`src/rtl/wallace_pkg.sv`:
```
`default_nettype none
// ============================================================================
// Module      : wallace_pkg
// Description : Shared widths, partial-product array type and the column
//               occupancy masks that steer full/half-adder placement in
//               each Wallace layer of the 5x5 reduction tree.
// Revision    : 1.0 - initial release
// ============================================================================
package wallace_pkg;

    localparam int OP_W   = 5;
    localparam int PROD_W = 10;

    // pp[i][j] = a[j] & b[i], weight i+j
    typedef logic [OP_W-1:0][OP_W-1:0] pp_array_t;

    // Carry row occupancy: any column fed by two or more bits emits a carry
    // one column up.
    function automatic logic [PROD_W-1:0] carry_mask(
        input logic [PROD_W-1:0] m0,
        input logic [PROD_W-1:0] m1,
        input logic [PROD_W-1:0] m2
    );
        return ((m0 & m1) | (m0 & m2) | (m1 & m2)) << 1;
    endfunction

    // Partial-product row occupancy, row i covers columns i..i+4
    localparam logic [PROD_W-1:0] c_pp_m0 = 10'h01F;
    localparam logic [PROD_W-1:0] c_pp_m1 = 10'h03E;
    localparam logic [PROD_W-1:0] c_pp_m2 = 10'h07C;
    localparam logic [PROD_W-1:0] c_pp_m3 = 10'h0F8;
    localparam logic [PROD_W-1:0] c_pp_m4 = 10'h1F0;

    // Layer 2 inputs: layer-1 sum, layer-1 carry, pass-through pp row 3
    localparam logic [PROD_W-1:0] c_l2_m0 = c_pp_m0 | c_pp_m1 | c_pp_m2;
    localparam logic [PROD_W-1:0] c_l2_m1 = carry_mask(c_pp_m0, c_pp_m1, c_pp_m2);
    localparam logic [PROD_W-1:0] c_l2_m2 = c_pp_m3;

    // Layer 3 inputs: layer-2 sum, layer-2 carry, pass-through pp row 4
    localparam logic [PROD_W-1:0] c_l3_m0 = c_l2_m0 | c_l2_m1 | c_l2_m2;
    localparam logic [PROD_W-1:0] c_l3_m1 = carry_mask(c_l2_m0, c_l2_m1, c_l2_m2);
    localparam logic [PROD_W-1:0] c_l3_m2 = c_pp_m4;

    localparam int c_s1_rows = 4;

endpackage
`default_nettype wire

```
`src/rtl/wallace_fa.sv`:
```
`default_nettype none
// ============================================================================
// Module      : wallace_fa
// Description : Single-bit full adder. With HALF=1 the carry-in is forced low
//               so the cell behaves as a half adder.
// Revision    : 1.0 - initial release
// ============================================================================
module wallace_fa #(
    parameter bit HALF = 1'b0
) (
    input  logic i_a,
    input  logic i_b,
    input  logic i_cin,
    output logic o_s,
    output logic o_co
);

    logic w_cin;

    assign w_cin = HALF ? 1'b0 : i_cin;
    assign o_s   = i_a ^ i_b ^ w_cin;
    assign o_co  = (i_a & i_b) | (w_cin & (i_a ^ i_b));

endmodule
`default_nettype wire

```
`src/rtl/wallace_tree_reduction_5x5.sv`:
```
`default_nettype none
// ============================================================================
// Module      : wallace_tree_reduction_5x5
// Description : Two-stage pipelined 5x5 unsigned Wallace-tree reduction.
//               Produces sum row r1 and weighted carry row r2 with
//               r1 + r2 == a * b. No final carry-propagate adder.
// Revision    : 1.0 - initial release
// ============================================================================
module wallace_tree_reduction_5x5
    import wallace_pkg::*;
(
    input  logic              clk,
    input  logic              rst_n,
    input  logic              in_valid,
    input  logic [OP_W-1:0]   a,
    input  logic [OP_W-1:0]   b,
    output logic              out_valid,
    output logic [PROD_W-1:0] r1,
    output logic [PROD_W-1:0] r2
);

    pp_array_t         w_pp;
    logic [PROD_W-1:0] w_pp_row [OP_W];
    logic [PROD_W-1:0] w_l1_s, w_l1_c;
    logic [PROD_W-1:0] w_l2_s, w_l2_c, w_l2_crow;
    logic [PROD_W-1:0] w_l3_s, w_l3_c;
    logic [PROD_W-1:0] r_s1_row [c_s1_rows];
    logic              r_s1_valid;

    // Partial products, each row zero-extended and shifted to its weight
    for (genvar i = 0; i < OP_W; i++) begin : g_pp_row
        for (genvar j = 0; j < OP_W; j++) begin : g_pp_bit
            assign w_pp[i][j] = a[j] & b[i];
        end
        assign w_pp_row[i] = PROD_W'(w_pp[i]) << i;
    end

    // Layer 1: pp rows 0..2 compressed; rows 3,4 pass to stage 1
    for (genvar k = 0; k < PROD_W; k++) begin : g_l1_col
        localparam int c_occ = int'(c_pp_m0[k]) + int'(c_pp_m1[k]) + int'(c_pp_m2[k]);
        if (c_occ == 3) begin : g_fa
            wallace_fa #(.HALF(1'b0)) u_fa (
                .i_a(w_pp_row[0][k]), .i_b(w_pp_row[1][k]), .i_cin(w_pp_row[2][k]),
                .o_s(w_l1_s[k]), .o_co(w_l1_c[k]));
        end else if (c_occ == 2) begin : g_ha
            wallace_fa #(.HALF(1'b1)) u_ha (
                .i_a(c_pp_m0[k] ? w_pp_row[0][k] : w_pp_row[1][k]),
                .i_b(c_pp_m2[k] ? w_pp_row[2][k] : w_pp_row[1][k]),
                .i_cin(1'b0), .o_s(w_l1_s[k]), .o_co(w_l1_c[k]));
        end else begin : g_pass
            // at most one bit present; absent bits are constant zero
            assign w_l1_s[k] = w_pp_row[0][k] | w_pp_row[1][k] | w_pp_row[2][k];
            assign w_l1_c[k] = 1'b0;
        end
    end

    // Stage 1: capture the four layer-1 rows and the valid flag
    always_ff @(posedge clk or negedge rst_n) begin
        if (!rst_n) begin
            r_s1_valid <= 1'b0;
            for (int i = 0; i < c_s1_rows; i++) begin
                r_s1_row[i] <= '0;
            end
        end else begin
            r_s1_valid  <= in_valid;
            r_s1_row[0] <= w_l1_s;
            r_s1_row[1] <= w_l1_c << 1;
            r_s1_row[2] <= w_pp_row[3];
            r_s1_row[3] <= w_pp_row[4];
        end
    end

    // Layer 2: stage-1 rows 0..2 compressed; row 3 passes to layer 3
    for (genvar k = 0; k < PROD_W; k++) begin : g_l2_col
        localparam int c_occ = int'(c_l2_m0[k]) + int'(c_l2_m1[k]) + int'(c_l2_m2[k]);
        if (c_occ == 3) begin : g_fa
            wallace_fa #(.HALF(1'b0)) u_fa (
                .i_a(r_s1_row[0][k]), .i_b(r_s1_row[1][k]), .i_cin(r_s1_row[2][k]),
                .o_s(w_l2_s[k]), .o_co(w_l2_c[k]));
        end else if (c_occ == 2) begin : g_ha
            wallace_fa #(.HALF(1'b1)) u_ha (
                .i_a(c_l2_m0[k] ? r_s1_row[0][k] : r_s1_row[1][k]),
                .i_b(c_l2_m2[k] ? r_s1_row[2][k] : r_s1_row[1][k]),
                .i_cin(1'b0), .o_s(w_l2_s[k]), .o_co(w_l2_c[k]));
        end else begin : g_pass
            assign w_l2_s[k] = r_s1_row[0][k] | r_s1_row[1][k] | r_s1_row[2][k];
            assign w_l2_c[k] = 1'b0;
        end
    end

    assign w_l2_crow = w_l2_c << 1;

    // Layer 3: final 3-to-2 compression into sum and carry rows
    for (genvar k = 0; k < PROD_W; k++) begin : g_l3_col
        localparam int c_occ = int'(c_l3_m0[k]) + int'(c_l3_m1[k]) + int'(c_l3_m2[k]);
        if (c_occ == 3) begin : g_fa
            wallace_fa #(.HALF(1'b0)) u_fa (
                .i_a(w_l2_s[k]), .i_b(w_l2_crow[k]), .i_cin(r_s1_row[3][k]),
                .o_s(w_l3_s[k]), .o_co(w_l3_c[k]));
        end else if (c_occ == 2) begin : g_ha
            wallace_fa #(.HALF(1'b1)) u_ha (
                .i_a(c_l3_m0[k] ? w_l2_s[k] : w_l2_crow[k]),
                .i_b(c_l3_m2[k] ? r_s1_row[3][k] : w_l2_crow[k]),
                .i_cin(1'b0), .o_s(w_l3_s[k]), .o_co(w_l3_c[k]));
        end else begin : g_pass
            assign w_l3_s[k] = w_l2_s[k] | w_l2_crow[k] | r_s1_row[3][k];
            assign w_l3_c[k] = 1'b0;
        end
    end

    // Stage 2: registered outputs
    always_ff @(posedge clk or negedge rst_n) begin
        if (!rst_n) begin
            out_valid <= 1'b0;
            r1        <= '0;
            r2        <= '0;
        end else begin
            out_valid <= r_s1_valid;
            r1        <= w_l3_s;
            r2        <= w_l3_c << 1;
        end
    end

endmodule
`default_nettype wire

```
`config.mk`:
```
export PLATFORM = sky130hd
export DESIGN_NAME = wallace_tree_reduction_5x5
export DESIGN_NICKNAME = d
export VERILOG_FILES = /design/src/rtl/wallace_pkg.sv /design/src/rtl/wallace_fa.sv /design/src/rtl/wallace_tree_reduction_5x5.sv
export SDC_FILE = /design/constraint.sdc
export NUM_CORES = 1
export LEC_CHECK = 0
export BUFFER_PORTS_ARGS = -buffer_cell sky130_fd_sc_hd__buf_2
export CORE_AREA = 5 5 78 51
export CTS_BUF_LIST = sky130_fd_sc_hd__clkbuf_8
export DETAILED_ROUTE_END_ITERATION = 8
export DIE_AREA = 0 0 83 56
export PLACE_DENSITY_LB_ADDON = 0.12
export SYNTH_ARGS = -nofsm -noshare
export SYNTH_HDL_FRONTEND = slang
export SYNTH_SLANG_ARGS = --single-unit
```
`constraint.sdc`:
```
create_clock -name clk -period 1.6 [get_ports clk]
set_clock_uncertainty 0.1 [all_clocks]
set_input_delay 0.32 -clock clk [delete_from_list [all_inputs] [get_ports clk]]
set_output_delay 0.32 -clock clk [all_outputs]
set_load 0.01 [all_outputs]
```
==> out/summary.txt, run 1 <==
Final period util -> 102%
vias per inst -> 3.89
worst min path class -> in -> reg
peak supply drop -> 0.000533 V
CP max FO -> 1
layout cells sized above 1 -> 27.2%
Crit path max-delay family -> adder cells
CTS tree -> yes
IO Pins -> 34
Initial Util -> 48.2%
failing checks -> negative setup slack
Crit. path cell count -> 4
Core Footprint -> 0.00316 mm^2
H-tree depth -> 2
Port Buf Inserts -> 27
initial antenna violation count -> 0
largest net degree at the start of global routing -> 39
Synth Instances -> 111
placed cell area -> 0.00171 mm^2
min Tclk post-route -> 1.63 ns
commonest non-fill, non-tap cell in the layout -> dfrtp_1
WL final -> 2.13 mm
RSZ-0062 raised after global routing -> true
top layer in use -> met3
CP Cell Sequence -> inv_2 -> fa_1 -> fa_1 -> inv_1
post-route cell area -> 0.00181 mm^2
Worst EP arrival -> 1.71 ns
Static Leak -> 0.000964 uW
final worst slack -> -0.0317 ns
Detail Route Antenna Nets -> 0
pwr dens -> 1100 mW/mm^2
status -> finished with violations
Root Driver -> clkbuf_8
WP buf/inv -> 2
Reg clk slew, reported paths -> 0.07 ns
All-Layer GR Usage -> 10.6%
Synth Register Bits -> 38
total CTS buffers -> 5
DRC -> 0
highest clock rate -> 613 MHz
first-pass GRT wire length -> 3.75 mm
CP endpoint kind -> register
DP Cell Count -> 183
Final TNS setup -> -0.0590 ns
die width -> 83 um
synth unique cells -> 7
Setup crit start -> r_s1_row[34]
DR WL/cell -> 11.1 um
CTS sink cnt -> 38
metal3 WL -> 165 um
Avg Synthesized Cell Area -> 13.7 um^2
required time of the critical path -> 1.68 ns
Rows -> 16
Core Util, Final -> 57.2%
Filler cells -> 277
Worst setup SP type -> register
worst r2r src -> r_s1_row[34]
clock insertion delay at the later pin of the skew report -> 0.28 ns
r2r setup slk -> -0.03 ns
gpl congestion -> 0.722
Non-Filler Instances -> 192
post-synthesis cell area -> 0.00152 mm^2
detailed placer's ending HPWL -> 1.67 mm
most frequent CP cell -> fa_1
met2 routed WL -> 984 um
via count -> 746
Max Root-Sink Buffers -> 2
CP Class -> reg -> reg
First-pass DRT Iterations -> 4
initial detailed-routing violation count -> 56
chip height -> 56 um
post-synthesis sequential area ratio -> 62.4%
Area Overhead vs Synth -> 18.8%
Slowest-stage cell, CP -> fa_1
Post-Route M1 WL -> 984 um
Yosys warning total -> 0
# Max-Cap Violations -> 0
Final Max Slew Viols -> 0
crit-path max cell delay -> 0.51 ns
post-CTS setup buffer count -> 0
vias in the first global route -> 767
most frequent cells in the layout -> 38 x dfrtp_1, 27 x buf_2, 25 x and2_1
GRT overflow -> 0
# nets final -> 174
diode count -> 0
Setup violations, final -> 3
CP endpoint -> r1[4]
die area -> 0.00465 mm^2
FF-to-FF End -> r1[4]
endpoints failing hold -> 0
Reg2Reg Depth -> 4
## Yosys cell counts
| cell | number | area share, % |
|---|---|---|
| buf_4 | 6 | 3.0 |
| fa_1 | 11 | 14 |
| inv_1 | 26 | 6.4 |
| and2_1 | 25 | 10 |
| ha_1 | 4 | 3.3 |
| dfrtp_1 | 38 | 62 |
| conb_1 | 1 | 0.25 |
## sequential cells by signal (all words and copies together), names as in the netlist
register / cells
out_valid: 1
r2: 5
r_s1_valid: 1
r_s1_row: 22
r1: 9
## power by group
| group | internal [uW] | switching (uW) | total (uW) |
|---|---|---|---|
| logic | 119 | 160 | 279 |
| registers | 1060 | 23.3 | 1080 |
| clock network | 341 | 300 | 641 |
| total | 1520 | 484 | 2000 |
## metrics by stage
stage	setup WS (ns)	hold slack, ns	total power [uW]
global placement	-0.0187	0.195	1380
global route	-0.0735	0.0302	2140
finish	-0.0317	0.0429	2000
floorplan	0.0157	-0.0756	1260
detailed placement	-0.0654	0.203	1390
CTS	-0.0314	0.0301	2050
## worst register-to-register path, delay by kind of cell (launching register included)
family,cells,cell delay [ns]
fa+ha+maj,2,1.00
buf+inv,2,0.08
flops,1,0.35
## timing repair
item                                    4_1_cts  5_1_grt
pin swaps                                     4        2
hold endpoints to repair                     38        0
gates resized for setup                       3        2
endpoints found under the setup margin        3        3
hold buffers                                  1        0
## cell type report
type	instances	area, um^2	area share [%]
multi-input combinational	46	449	24.8
sequential	38	951	52.5
clock buffer	6	82.6	4.56
timing repair buffer	29	165	9.12
tap	45	56.3	3.11
inverter	26	97.6	5.39
clock inverter	2	8.76	0.484
## cell families after synthesis
group         count (synthesis)  share of synthesized area (%)
flops                        38                           62.4
buf+inv                      32                           9.36
simple gates                 25                           10.3
fa+ha+maj                    15                           17.7
other cells                   1                          0.246
## per-layer routing
metal | track usage, % | vias up
met2 | 15.0 | 23
met5 | 0 | -
met4 | 2.80 | 0
li1 | - | 367
met1 | 14.5 | 356
met3 | 5.33 | 0
## how the worst min path moves through the flow
| stage | to | start | slack [ns] | cells past startpoint |
|---|---|---|---|---|
| after floorplan | out_valid | rst_n | -0.08 | 0 |
| after global placement | r_s1_valid | rst_n | 0.19 | 2 |
| after detailed placement | out_valid | rst_n | 0.20 | 2 |
| after CTS | r_s1_valid | in_valid | 0.03 | 1 |
| after global routing | r_s1_valid | in_valid | 0.03 | 1 |
| final | r_s1_valid | in_valid | 0.04 | 1 |
Note: power is estimated with default switching activity, not from simulation.
==> inputs of run 2 (changes only) <==
Settings changed: CORE_AREA 5 5 78 51 to 5 5 74 49, DIE_AREA 0 0 83 56 to 0 0 79 54.
Clock period 1.6 ns to 1.7 ns, I/O delays scaled along.
==> out/summary.txt, run 2 (synthesis gave the netlist of run 1 again) <==
die width -> 79 um (was 83 um)
Port Buf Inserts -> 27 (unchanged)
Final Max Slew Viols -> 0 (unchanged)
First-pass DRT Iterations -> 2 (was 4)
gpl congestion -> 0.736 (was 0.722)
most frequent cells in the layout -> 38 x dfrtp_1, 27 x inv_1, 27 x buf_2 (was 38 x dfrtp_1, 27 x buf_2, 25 x and2_1)
min Tclk post-route -> 1.63 ns (about the same)
chip height -> 54 um (was 56 um)
DR WL/cell -> 12.1 um (was 11.1 um)
worst min path class -> in -> reg (unchanged)
Core Footprint -> 0.00298 mm^2 (was 0.00316 mm^2)
highest clock rate -> 612 MHz (was 613 MHz)
CTS sink cnt -> 38 (unchanged)
worst r2r src -> r_s1_row[14] (was r_s1_row[34])
top layer in use -> met4 (was met3)
via count -> 766 (was 746)
GRT overflow -> 0 (unchanged)
r2r setup slk -> 0.07 ns (was -0.03 ns)
Area Overhead vs Synth -> 17.2% (was 18.8%)
Resize count post-CTS -> 0 (was 3)
post-route cell area -> 0.00179 mm^2 (was 0.00181 mm^2)
Reg clk slew, reported paths -> 0.07 ns (about the same)
H-tree depth -> 2 (unchanged)
CP endpoint kind -> register (unchanged)
die area -> 0.00427 mm^2 (was 0.00465 mm^2)
WL final -> 2.21 mm (was 2.13 mm)
endpoints failing hold -> 0 (unchanged)
DRC -> 0 (unchanged)
Initial Util -> 51.1% (was 48.2%)
initial detailed-routing violation count -> 21 (was 56)
total CTS buffers -> 5 (unchanged)
layout cells sized above 1 -> 23.8% (was 27.2%)
Worst setup SP type -> register (unchanged)
CTS tree -> yes (unchanged)
Filler cells -> 235 (was 277)
post-CTS setup buffer count -> 0 (unchanged)
CP Class -> reg -> reg (unchanged)
FF-to-FF End -> r1[4] (unchanged)
detailed placer's ending HPWL -> 1.68 mm (was 1.67 mm)
required time of the critical path -> 1.78 ns (was 1.68 ns)
DP Cell Count -> 174 (was 183)
Setup crit start -> r_s1_row[14] (was r_s1_row[34])
Post-Route M1 WL -> 1.07 mm (was 984 um)
CP endpoint -> r1[4] (unchanged)
IO Pins -> 34 (unchanged)
Root Driver -> clkbuf_8 (unchanged)
placed cell area -> 0.00169 mm^2 (was 0.00171 mm^2)
max reg flops -> 22 (unchanged)
Rows -> 16 (unchanged)
footprint of the multi-input gates -> 449 um^2 (unchanged)
All-Layer GR Usage -> 13.0% (was 10.6%)
diode count -> 0 (unchanged)
Max Root-Sink Buffers -> 2 (unchanged)
commonest non-fill, non-tap cell in the layout -> dfrtp_1 (unchanged)
status -> complete, no violations (was finished with violations)
Non-Filler Instances -> 183 (was 192)
clock insertion delay at the later pin of the skew report -> 0.28 ns (about the same)
Final TNS setup -> 0 ns (was -0.0590 ns)
vias per inst -> 4.19 (was 3.89)
FF+latch area -> 951 um^2 (unchanged)
Worst EP arrival -> 1.71 ns (about the same)
# nets final -> 174 (unchanged)
initial antenna violation count -> 0 (unchanged)
Reg2Reg Depth -> 4 (unchanged)
vias in the first global route -> 810 (was 767)
RSZ-0062 raised after global routing -> false (was true)
Detail Route Antenna Nets -> 0 (unchanged)
peak supply drop -> 0.000445 V (was 0.000533 V)
Setup violations, final -> 0 (was 3)
Final period util -> 96.2% (was 102%)
# Max-Cap Violations -> 0 (unchanged)
largest net degree at the start of global routing -> 39 (unchanged)
most flop-heavy register -> r_s1_row (unchanged)
met2 routed WL -> 994 um (was 984 um)
first-pass GRT wire length -> 3.86 mm (was 3.75 mm)
biggest regs -> r_s1_row: 22 flops, r1: 9 flops, r2: 5 flops (unchanged)
CP max FO -> 1 (unchanged)
pwr dens -> 1050 mW/mm^2 (was 1100 mW/mm^2)
metal3 WL -> 127 um (was 165 um)
Static Leak -> 0.000962 uW (was 0.000964 uW)
## run 2: through the flow
step	hold WS, ns	setup WS [ns]	utilization, %	total power [uW]
CTS	0.0713	0.0173	59.9	1910
floorplan	-0.0556	0.116	-	1180
global route	0.0618	0.0117	59.9	1990
finish	0.0795	0.0653	59.9	1880
global placement	0.233	0.0760	56.5	1290
detailed placement	0.241	0.0586	56.5	1300
## run 2: worst min-delay path by stage
| stage | end | startpoint | cells past startpoint | slack (ns) |
|---|---|---|---|---|
| 5_1_grt | r_s1_valid | in_valid | 1 | 0.06 |
| 6_report | r_s1_valid | in_valid | 1 | 0.08 |
| 3_3_place_gp | r1[8] | r_s1_row[8] | 0 | 0.23 |
| 3_5_place_dp | r1[1] | r_s1_row[31] | 0 | 0.24 |
| 2_1_floorplan | out_valid | rst_n | 0 | -0.06 |
| 4_1_cts | r_s1_valid | in_valid | 1 | 0.07 |
## run 2: critical path, stage by stage (launching register included)
cell and delay, ns:
dfrtp_1 0.34, inv_1 0.05, fa_1 0.50, fa_1 0.51
inv_1 0.04
## run 2: power breakdown
| group | switching [uW] | leakage (uW) | internal, uW |
|---|---|---|---|
| registers | 21.5 | 0.000482 | 995 |
| clock network | 283 | 0.0000524 | 321 |
| logic | 154 | 0.000428 | 110 |
## run 2: layer usage
layer  vias up  track usage, %
met5         -               0
met4         0            7.71
met3         2            3.68
met2        29            19.0
met1       367            17.5
li1        368               -
## run 2: layout make-up
cell class	instances	share of cell area (%)
multi-input cells	46	25.1
inverters	26	5.46
clock buffers	6	4.62
flip-flops and latches	38	53.2
repair buffers	29	8.54
clock inverters	2	0.490
well taps	36	2.52
## run 2: repair_timing
action | in CTS | in global routing
endpoints found under the hold margin | 5 | 0
endpoints found under the setup margin | 0 | 1
hold buffers | 1 | 0
==> inputs of run 3 (changes only) <==
Settings changed: GPL_TIMING_DRIVEN set to 0.
==> out/summary.txt, run 3 (synthesis gave the netlist of run 1 again) <==
status -> complete, no violations (unchanged)
initial detailed-routing violation count -> 9 (was 21)
highest clock rate -> 617 MHz (was 612 MHz)
Slowest-stage cell, CP -> fa_1 (unchanged)
First-pass DRT Iterations -> 2 (unchanged)
DP Cell Count -> 179 (was 174)
total CTS buffers -> 5 (unchanged)
Final TNS setup -> 0 ns (unchanged)
most frequent cells in the layout -> 38 x dfrtp_1, 27 x inv_1, 27 x buf_2 (unchanged)
WL final -> 2.14 mm (was 2.21 mm)
r2r setup slk -> 0.08 ns (was 0.07 ns)
layout cells sized above 1 -> 26.5% (was 23.8%)
DRC -> 0 (unchanged)
die area -> 0.00427 mm^2 (unchanged)
gpl congestion -> 0.693 (was 0.736)
min Tclk post-route -> 1.62 ns (was 1.63 ns)
Static Leak -> 0.000986 uW (was 0.000962 uW)
Port Buf Inserts -> 27 (unchanged)
vias per inst -> 4.18 (was 4.19)
initial antenna violation count -> 0 (unchanged)
CP max FO -> 1 (unchanged)
first-pass GRT wire length -> 3.75 mm (was 3.86 mm)
diode count -> 0 (unchanged)
clock insertion delay at the later pin of the skew report -> 0.28 ns (about the same)
H-tree depth -> 2 (unchanged)
Max Root-Sink Buffers -> 2 (unchanged)
slew margin rel. -> 47.5%
commonest non-fill, non-tap cell in the layout -> dfrtp_1 (unchanged)
Setup violations, final -> 0 (unchanged)
CP Class -> reg -> reg (unchanged)
DR WL/cell -> 11.4 um (was 12.1 um)
CTS tree -> yes (unchanged)
CP endpoint kind -> register (unchanged)
worst r2r src -> r_s1_row[26] (was r_s1_row[14])
Final Max Slew Viols -> 0 (unchanged)
post-CTS setup buffer count -> 0 (unchanged)
crit-path max cell delay -> 0.52 ns (was 0.51 ns)
Reg2Reg Depth -> 4 (unchanged)
Rows -> 16 (unchanged)
worst min path class -> in -> async (was in -> reg)
# nets final -> 178 (was 174)
footprint of the multi-input gates -> 449 um^2 (unchanged)
Reg clk slew, reported paths -> 0.07 ns (about the same)
Resize count post-CTS -> 0 (unchanged)
Root Driver -> clkbuf_8 (unchanged)
Area Overhead vs Synth -> 19.0% (was 17.2%)
GRT overflow -> 0 (unchanged)
Core Footprint -> 0.00298 mm^2 (unchanged)
chip height -> 54 um (unchanged)
Worst setup SP type -> register (unchanged)
FF+latch area -> 951 um^2 (unchanged)
max reg flops -> 22 (unchanged)
endpoints failing hold -> 0 (unchanged)
Detail Route Antenna Nets -> 0 (unchanged)
peak supply drop -> 0.000510 V (was 0.000445 V)
RSZ-0062 raised after global routing -> false (unchanged)
required time of the critical path -> 1.78 ns (about the same)
Initial Util -> 51.1% (unchanged)
Non-Filler Instances -> 187 (was 183)
largest net degree at the start of global routing -> 39 (unchanged)
hold_buf cts -> 0 (was 1)
vias in the first global route -> 801 (was 810)
FF-to-FF End -> r1[6] (was r1[4])
Filler cells -> 250 (was 235)
most flop-heavy register -> r_s1_row (unchanged)
via count -> 781 (was 766)
Slew @ Worst Pin -> 0.787 ns
# Max-Cap Violations -> 0 (unchanged)
CP Cell Sequence -> inv_1 -> fa_1 -> fa_1 -> inv_1 (unchanged)
Final period util -> 95.4% (was 96.2%)
All-Layer GR Usage -> 12.4% (was 13.0%)
Worst EP arrival -> 1.70 ns (was 1.71 ns)
biggest regs -> r_s1_row: 22 flops, r1: 9 flops, r2: 5 flops (unchanged)
CTS sink cnt -> 38 (unchanged)
die width -> 79 um (unchanged)
IO Pins -> 34 (unchanged)
pwr dens -> 1040 mW/mm^2 (was 1050 mW/mm^2)
detailed placer's ending HPWL -> 1.70 mm (was 1.68 mm)
==> run 3: cell count changes in the layout (fill, tap and decap cells not counted) <==
cell | previous run | this run
buf_4 | 1 | 6
dlygate4sd3_1 | 1 | 0
==> run 3: worst max-delay path, delay by kind of cell (launching register included) <==
| kind | cells | cell delay (ns) |
|---|---|---|
| buf+inv | 2 | 0.11 |
| flops | 1 | 0.36 |
| fa+ha+maj | 2 | 0.96 |
==> run 3: layer usage <==
metal  up-vias  share of wire (%)  global-route usage (%)
met5         -                  0                       0
met4         0                1.2                    6.00
met3         3                5.3                    4.01
met2        29                 43                    17.2
met1       373                 50                    17.6
li1        376                  -                       -
==> run 3: cell type report <==
| cell class | instances | area share [%] |
|---|---|---|
| Sequential cell | 38 | 52.4 |
| Multi-Input combinational cell | 46 | 24.8 |
| Timing Repair Buffer | 27 | 7.45 |
| Inverter | 26 | 5.38 |
| Clock buffer | 6 | 4.55 |
| Buffer | 6 | 2.48 |
| Tap cell | 36 | 2.48 |
| Clock inverter | 2 | 0.483 |
==> run 3: worst max-delay path by stage <==
stage	end	slack (ns)	startpoint
detailed placement	r1[5]	0.05	r_s1_row[25]
CTS	r1[5]	0.04	r_s1_row[25]
finish	r1[6]	0.08	r_s1_row[26]
global route	r1[6]	0.004	r_s1_row[36]
floorplan	r1[4]	0.12	r_s1_row[14]
global placement	r1[6]	0.07	r_s1_row[26]
==> run 3: power breakdown <==
| group | leakage, uW | switching, uW | total (uW) | internal, uW |
|---|---|---|---|---|
| clock network | 0.0000524 | 279 | 599 | 321 |
| logic | 0.000451 | 153 | 269 | 116 |
| registers | 0.000482 | 20.9 | 1020 | 995 |
| total | 0.000986 | 452 | 1880 | 1430 |
==> run 3: through the flow <==
| step | power (uW) | setup slack (ns) | cell area (um^2) | utilization, % | hold WS, ns |
|---|---|---|---|---|---|
| finish | 1880 | 0.0780 | 1810 | 60.8 | 0.0405 |
| global route | 2020 | 0.00373 | 1810 | 60.8 | 0.0475 |
| CTS | 1920 | 0.0362 | 1810 | 60.8 | 0.0580 |
| detailed placement | 1310 | 0.0474 | 1720 | 57.8 | 0.237 |
| global placement | 1300 | 0.0728 | 1720 | 57.8 | 0.233 |
| floorplan | 1180 | 0.116 | 1540 | - | -0.0556 |
